File: config.mk
export PLATFORM = sky130hd
export DESIGN_NAME = req_ack_responder_flat
export DESIGN_NICKNAME = d
export VERILOG_FILES = /design/src/rtl/req_ack_pkg.sv /design/src/rtl/req_ack_responder_if.sv /design/src/rtl/req_ack_delay_line.sv /design/src/rtl/req_ack_responder.sv /design/src/flat_wrapper.sv
export SDC_FILE = /design/constraint.sdc
export NUM_CORES = 1
export LEC_CHECK = 0
export CAP_MARGIN = 20
export CORE_UTILIZATION = 51
export DETAILED_ROUTE_END_ITERATION = 10
export HOLD_SLACK_MARGIN = 0.08
export PLACE_DENSITY_LB_ADDON = 0.1
export SETUP_SLACK_MARGIN = 0.02
export SLEW_MARGIN = 20
export SYNTH_ARGS = -nofsm -noshare
export SYNTH_HDL_FRONTEND = slang
export SYNTH_SLANG_ARGS = --single-unit
export TNS_END_PERCENT = 20
File: constraint.sdc
create_clock -name clk -period 3.5 [get_ports clk]
set_input_delay 0.525 -clock clk [delete_from_list [all_inputs] [get_ports clk]]
set_output_delay 0.525 -clock clk [all_outputs]
set_load 0.005 [all_outputs]
File: src/rtl/req_ack_pkg.sv
// ---------------------------------------------------------------------------
// req_ack_pkg
//   Shared definitions for the req/ack responder slice.
//   - MAX_LATENCY : largest supported req-to-ack distance in clocks
//   - DEF_TAG_W   : tag width of the default configuration
//   - stage_t     : one delay-line slot {vld, tag} at the default tag width
// ---------------------------------------------------------------------------
package req_ack_pkg;

    localparam int MAX_LATENCY = 16;
    localparam int DEF_TAG_W   = 4;

    typedef struct packed {
        logic                 vld;
        logic [DEF_TAG_W-1:0] tag;
    } stage_t;

endpackage

File: src/rtl/req_ack_responder_if.sv
// ---------------------------------------------------------------------------
// req_ack_responder_if
//   Request/response bundle between a requester (master) and the responder
//   (slave).
//   master drives : req, req_tag, drop_inj, flush
//   slave drives  : ack, ack_tag, pending, ack_cnt, drop_cnt
// ---------------------------------------------------------------------------
interface req_ack_responder_if #(
    parameter int LATENCY = 2,
    parameter int TAG_W   = 4,
    parameter int CNT_W   = 16
);
    localparam int PEND_W = $clog2(LATENCY + 1);

    logic              req;
    logic [TAG_W-1:0]  req_tag;
    logic              drop_inj;
    logic              flush;
    logic              ack;
    logic [TAG_W-1:0]  ack_tag;
    logic [PEND_W-1:0] pending;
    logic [CNT_W-1:0]  ack_cnt;
    logic [CNT_W-1:0]  drop_cnt;

    modport master (
        output req, req_tag, drop_inj, flush,
        input  ack, ack_tag, pending, ack_cnt, drop_cnt
    );

    modport slave (
        input  req, req_tag, drop_inj, flush,
        output ack, ack_tag, pending, ack_cnt, drop_cnt
    );

endinterface

File: src/rtl/req_ack_delay_line.sv
// ---------------------------------------------------------------------------
// req_ack_delay_line
//   LATENCY-deep shift register of {vld, tag} slots with a synchronous clear.
//   Slot 0 loads from the inputs every clock; each slot moves one step per
//   clock; the last slot is the registered output. count is the number of
//   valid slots, registered together with the slots themselves.
//   Ports:
//     clk      in   clock, posedge
//     clr      in   synchronous clear of every slot and of count
//     in_vld   in   valid bit entering slot 0
//     in_tag   in   tag entering slot 0
//     out_vld  out  valid bit of the last slot
//     out_tag  out  tag of the last slot
//     count    out  popcount of slot valid bits
// ---------------------------------------------------------------------------
module req_ack_delay_line
    import req_ack_pkg::*;
#(
    parameter int LATENCY = 2,
    parameter int TAG_W   = 4
) (
    input  logic                           clk,
    input  logic                           clr,
    input  logic                           in_vld,
    input  logic [TAG_W-1:0]               in_tag,
    output logic                           out_vld,
    output logic [TAG_W-1:0]               out_tag,
    output logic [$clog2(LATENCY+1)-1:0]   count
);

    localparam int PEND_W = $clog2(LATENCY + 1);

    typedef struct packed {
        logic             vld;
        logic [TAG_W-1:0] tag;
    } line_t;

    line_t             stage_q [LATENCY];
    line_t             stage_d [LATENCY];
    logic [PEND_W-1:0] count_d;
    logic [PEND_W-1:0] count_q;

    // Next contents of the line; count is taken from the next contents so
    // that it lands in the same register update as the slots.
    always_comb begin
        stage_d[0] = {in_vld, in_tag};
        for (int i = 1; i < LATENCY; i++) begin
            stage_d[i] = stage_q[i-1];
        end
        count_d = '0;
        for (int i = 0; i < LATENCY; i++) begin
            count_d = count_d + PEND_W'(stage_d[i].vld);
        end
    end

    // ---- stage boundary: every slot and the count advance together ----
    always_ff @(posedge clk) begin
        if (clr) begin
            for (int i = 0; i < LATENCY; i++) begin
                stage_q[i] <= '0;
            end
            count_q <= '0;
        end else begin
            for (int i = 0; i < LATENCY; i++) begin
                stage_q[i] <= stage_d[i];
            end
            count_q <= count_d;
        end
    end

    assign out_vld = stage_q[LATENCY-1].vld;
    assign out_tag = stage_q[LATENCY-1].tag;
    assign count   = count_q;

endmodule

File: src/rtl/req_ack_responder.sv
// ---------------------------------------------------------------------------
// req_ack_responder
//   Responder for the "req ##LATENCY ack" handshake. Every request sampled on
//   a clock edge is answered by a one-cycle ack exactly LATENCY clocks later,
//   carrying the request's tag. Requests may arrive every cycle; there is no
//   backpressure. drop_inj suppresses the ack of the request it accompanies,
//   flush discards everything in flight (including a request on the same
//   edge), and two wrapping counters report acks issued and requests dropped.
//   Ports:
//     clk   in   clock, posedge
//     rst   in   synchronous active-high reset, overrides all other inputs
//     bus   slave modport of req_ack_responder_if:
//             req/req_tag/drop_inj/flush in,
//             ack/ack_tag/pending/ack_cnt/drop_cnt out
//   ack, ack_tag and pending come straight from registers; there is no
//   combinational path from any input to any output.
// ---------------------------------------------------------------------------
module req_ack_responder
    import req_ack_pkg::*;
#(
    parameter int LATENCY = 2,
    parameter int TAG_W   = 4,
    parameter int CNT_W   = 16
) (
    input  logic                clk,
    input  logic                rst,
    req_ack_responder_if.slave  bus
);

    localparam int PEND_W = $clog2(LATENCY + 1);

    if (LATENCY < 1 || LATENCY > MAX_LATENCY) begin : g_bad_latency
        $error("req_ack_responder: LATENCY=%0d outside 1..%0d", LATENCY, MAX_LATENCY);
    end

    logic              req;
    logic [TAG_W-1:0]  req_tag;
    logic              drop_inj;
    logic              flush;
    logic              accept;
    logic              drop_hit;
    logic              ack;
    logic [TAG_W-1:0]  line_tag;
    logic [TAG_W-1:0]  ack_tag;
    logic [PEND_W-1:0] pending;
    logic [CNT_W-1:0]  ack_cnt_q;
    logic [CNT_W-1:0]  drop_cnt_q;

    assign req      = bus.req;
    assign req_tag  = bus.req_tag;
    assign drop_inj = bus.drop_inj;
    assign flush    = bus.flush;

    // A dropped request still occupies a slot, but with vld=0, so it never
    // produces an ack. A flush on the same edge discards the request
    // outright, which is why it is neither accepted nor counted as dropped.
    assign accept   = req & ~drop_inj & ~flush;
    assign drop_hit = req &  drop_inj & ~flush;

    req_ack_delay_line #(
        .LATENCY (LATENCY),
        .TAG_W   (TAG_W)
    ) u_line (
        .clk     (clk),
        .clr     (rst | flush),
        .in_vld  (accept),
        .in_tag  (req_tag),
        .out_vld (ack),
        .out_tag (line_tag),
        .count   (pending)
    );

    // ---- stage boundary: counters update on the edge that samples ack ----
    always_ff @(posedge clk) begin
        if (rst) begin
            ack_cnt_q  <= '0;
            drop_cnt_q <= '0;
        end else begin
            ack_cnt_q  <= ack_cnt_q  + CNT_W'(ack);
            drop_cnt_q <= drop_cnt_q + CNT_W'(drop_hit);
        end
    end

    // Dropped slots carry their tag down the line; masking here keeps a
    // stale tag from ever appearing while ack is low.
    assign ack_tag = ack ? line_tag : '0;

    assign bus.ack      = ack;
    assign bus.ack_tag  = ack_tag;
    assign bus.pending  = pending;
    assign bus.ack_cnt  = ack_cnt_q;
    assign bus.drop_cnt = drop_cnt_q;

endmodule

File: src/flat_wrapper.sv
// flat-port wrapper written by rule: the top's interface ports become plain ports
module req_ack_responder_flat import req_ack_pkg::*;
#(
    parameter int LATENCY = 2,
    parameter int TAG_W   = 4,
    parameter int CNT_W   = 16
)
  (clk, rst, bus_req, bus_req_tag, bus_drop_inj, bus_flush, bus_ack, bus_ack_tag, bus_pending, bus_ack_cnt, bus_drop_cnt);
  req_ack_responder_if #(.LATENCY(LATENCY), .TAG_W(TAG_W), .CNT_W(CNT_W)) bus_i ();
  input  logic clk;
  input  logic rst;
  input wire logic [$bits(bus_i.req)-1:0] bus_req;
  input wire logic [$bits(bus_i.req_tag)-1:0] bus_req_tag;
  input wire logic [$bits(bus_i.drop_inj)-1:0] bus_drop_inj;
  input wire logic [$bits(bus_i.flush)-1:0] bus_flush;
  output wire logic [$bits(bus_i.ack)-1:0] bus_ack;
  output wire logic [$bits(bus_i.ack_tag)-1:0] bus_ack_tag;
  output wire logic [$bits(bus_i.pending)-1:0] bus_pending;
  output wire logic [$bits(bus_i.ack_cnt)-1:0] bus_ack_cnt;
  output wire logic [$bits(bus_i.drop_cnt)-1:0] bus_drop_cnt;
  assign bus_i.req = bus_req;
  assign bus_i.req_tag = bus_req_tag;
  assign bus_i.drop_inj = bus_drop_inj;
  assign bus_i.flush = bus_flush;
  assign bus_ack = bus_i.ack;
  assign bus_ack_tag = bus_i.ack_tag;
  assign bus_pending = bus_i.pending;
  assign bus_ack_cnt = bus_i.ack_cnt;
  assign bus_drop_cnt = bus_i.drop_cnt;
  req_ack_responder #(.LATENCY(LATENCY), .TAG_W(TAG_W), .CNT_W(CNT_W)) u_core (.clk(clk), .rst(rst), .bus(bus_i));
endmodule
==> results.md <==
* Worst-Skew Late Latency at 0.35 ns
* Top-area cell type share of the netlist area at 0.4738
* Sequential area share after synthesis at 0.4738
* Port Buf Inserts at 47
* Transition at the pin with the smallest max-transition slack at 0.4427 ns
* Asr flop ratio synth at 0
* Net count after synthesis at 210
* Maximum number of pins on one net before global-route repair at 43
* Area of the die at 0.003891 mm²
* Type of the worst setup path: in -> reg
* Setup repair after global routing missed its margin: false
* Type of element capturing the critical path: flop
* Number of setup buffers added after CTS at 0
* Max-cap violations at 0
* Worst hold stages at 1
* EDFF count, synth at 0
* Area of the mapped netlist at 0.001859 mm²
* Placed Instances at 284
* Number of buffers on the longest clock path at 2
* Detailed-route via count at 1582
* First-pass GRT wire length at 6.575 mm
* CTS root buf: clkbuf_4
* Data arrival time of the worst path at 2.45 ns
* Cell repeated most along the worst path: ha_1
* Number of hold-slack violations in the final timing report at 0
* Area of the core at 0.003416 mm²
* Initial antenna violation count at 0
* Total area of multi-input combinational cells at 933.4 µm²
* Ranking of synthesized cells by area: dfxtp_1 47%, and2_1 5.0%, mux2_2 4.8%
* Initial DRC count at 110
* Number of buffers inserted during clock tree synthesis at 5
* Routed length per placed instance at 12.81 µm
* Outcome: finished clean
* Site row count at 21
* Total count of max-transition violations in the final report at 0
* Number of distinct standard cells referenced by the synthesized netlist at 26
* Cell depth of the worst flop-to-flop path at 5
* Final period demand of the worst path at 2.198 ns
* Overall routed net length at 3.740 mm
* Grt total ovfl at 0
* Setup ws final at 1.302 ns
* Number of primary I/O pins at 48
* Final worst-path cycle share at 0.6279
* Largest area contributor in the synthesized netlist: dfxtp_1
* Number of global-route vias before repair at 1475
* Maximum VDD drop at 322.0 µV
* Category of the worst setup path launch point: input pin
* Worst-path fanout max at 9
* Total number of clock tree sinks at 44
* Effective utilization at floorplan at 0.5443
* Count of hold buffers inserted by post-cts repair at 0
* Minimum setup slack after placement at 0.9302 ns
* Number of nets in the layout at 260
* Number of warnings printed during yosys synthesis at 0
* Die Height at 62.38 µm
* Die span in x at 62.38 µm
* Layout overhead on the synthesized area at 32.91%
* Max Fclk at 0.4550 GHz
* Mapped Cells at 195
* Final weighted congestion in routability-driven placement at 0.7906
* Headroom to the max-slew limit at 0.7038
* H-Tree Depth at 2
* Post-CTS Resized at 0
* Post-Layout Cell Count at 292
* Slowest library cell on the worst path: clkdlybuf4s50_1
* N_diodes at 0
* Register area at 880.8 µm²
* Leakage power summed over all cells at 0.8941 nW
* Post-synth top flop: dfxtp_1
* Clock tree from TritonCTS: done
* Power per cell area at 357.8 mW/mm²
* Clock transition at path regs at 0.12 ns
* Cell-by-cell trace of the critical path: clkdlybuf4s50_1 -> and3b_1 -> ha_1 -> ha_1 -> nand4_2 -> nor4_1 -> mux2_2
* Detailed Place HPWL at 2.639 mm
* Number of storage elements in the synthesis netlist at 44
* Count of TritonRoute iterations in the first routing pass at 4
* Final setup skew at 0.008958 ns
* Library cell with the highest instance count after synthesis: dfxtp_1
* Count of nets left with antenna violations after detail routing at 0
* Total routing usage reported by global routing at 0.2129
* Mean instance size in the synthesized netlist at 9.535 µm²
* Filler Cell Count at 266
* Post-route setup TNS at 0 ns
* Required time of the critical path at 3.75 ns
* Leading cell types by count after synthesis: 44 x dfxtp_1, 17 x nor2_1, 15 x and2_1
* Fraction of layout instances using a drive strength above 1 at 0.09756
* Delay of the slowest cell on the worst path at 0.43 ns
* Via count normalized by instance count at 5.418
* Final setup violation count at 0
* HP Class: reg -> reg
* Number of design rule violations left after detail routing at 0
[final cells by class]
cell class | instances | area share
Clock buffer | 7 | 0.02633
Sequential cell | 44 | 0.3565
Multi-Input combinational cell | 139 | 0.3777
Clock inverter | 1 | 0.01215
Timing Repair Buffer | 48 | 0.1934
Inverter | 7 | 0.01063
Tap cell | 46 | 0.02329
[registers in the layout, indices dropped and copies added, names as in the netlist]
| register | count |
|---|---|
| u_core.u_line.count | 2 |
| u_core.bus.ack_cnt | 16 |
| u_core.bus.drop_cnt | 16 |
| u_core.u_line.stage_q | 10 |
[metal layers]
metal / vias up / GRT usage / share of wire
met5: - / 0 / 0
met4: 0 / 0.09302 / 0.013
met3: 7 / 0.05292 / 0.052
met2: 53 / 0.3530 / 0.48
met1: 724 / 0.2619 / 0.45
li1: 798 / - / -
[critical path, delay by kind of cell]
| kind | cells | cell delay, ns |
|---|---|---|
| adder cells (fa/ha/maj) | 2 | 0.38 |
| AND/OR/NAND/NOR | 3 | 0.74 |
| buffers and inverters | 1 | 0.43 |
| multiplexers | 1 | 0.37 |
[layout by cell type (no fill, tap or decap)]
master / n
clkbuf_8: 2
nand4_4: 1
mux2_2: 8
dfxtp_1: 44
or4_1: 8
nand4_1: 5
bufinv_16: 1
a21oi_1: 14
and3b_1: 1
and2_1: 15
ha_1: 6
nand2_1: 6
nor2b_1: 11
nor2_1: 17
o21ai_0: 6
inv_1: 7
clkdlybuf4s50_1: 47
nor3b_1: 1
xnor2_1: 2
buf_4: 1
or3_1: 4
nand3_2: 1
nand3_1: 8
clkbuf_4: 5
or3_2: 2
o31ai_1: 8
nand4_2: 3
xor2_1: 4
nor4_1: 8
[power breakdown]
part | switching, W | leakage, nW | internal (W)
Sequential | 0.00000167 | 0.355 | 0.000505
Clock | 0.000159 | 0.0515 | 0.000190
Combinational | 0.0000131 | 0.487 | 0.0000153
Total | 0.000174 | 0.894 | 0.000710
[worst paths after layout]
| path | endpoint | startpoint | slack, ns |
|---|---|---|---|
| worst max-delay path | u_core.bus.drop_cnt[14] | bus_flush | 1.30 |
| worst max register to register | u_core.bus.ack_cnt[14] | u_core.u_line.stage_q[0][9] | 1.50 |
| worst min-delay path | u_core.u_line.stage_q[0][6] | u_core.u_line.stage_q[0][1] | 0.44 |
| worst min register to register | u_core.u_line.stage_q[0][6] | u_core.u_line.stage_q[0][1] | 0.44 |
[cells by family after synthesis]
kind of cell               after synthesis  share of synthesized area
buffers and inverters                   12                    0.02422
DFF                                     44                     0.4738
and+or+nand+nor                         91                     0.2988
xor gates and xnor gates                 6                    0.02826
muxes                                    8                    0.04845
AOI/OAI and AO/OA                       28                    0.08614
adders and majority gates                6                    0.04038
[metrics by stage]
stage | hold slack [ns] | power, W | instance area [µm²] | util
final | 0.4430 | 0.0008841 | 2471 | 0.7234
after detailed placement | 0.4186 | 0.0005466 | 2376 | 0.6956
after floorplan | 0.4057 | 0.0005308 | 1859 | -
after global routing | 0.4758 | 0.0009215 | 2471 | 0.7234
after CTS | 0.4477 | 0.0008906 | 2471 | 0.7234
after global placement | 0.4102 | 0.0005452 | 2376 | 0.6956
No activity file was read; power rests on OpenSTA's default activity.
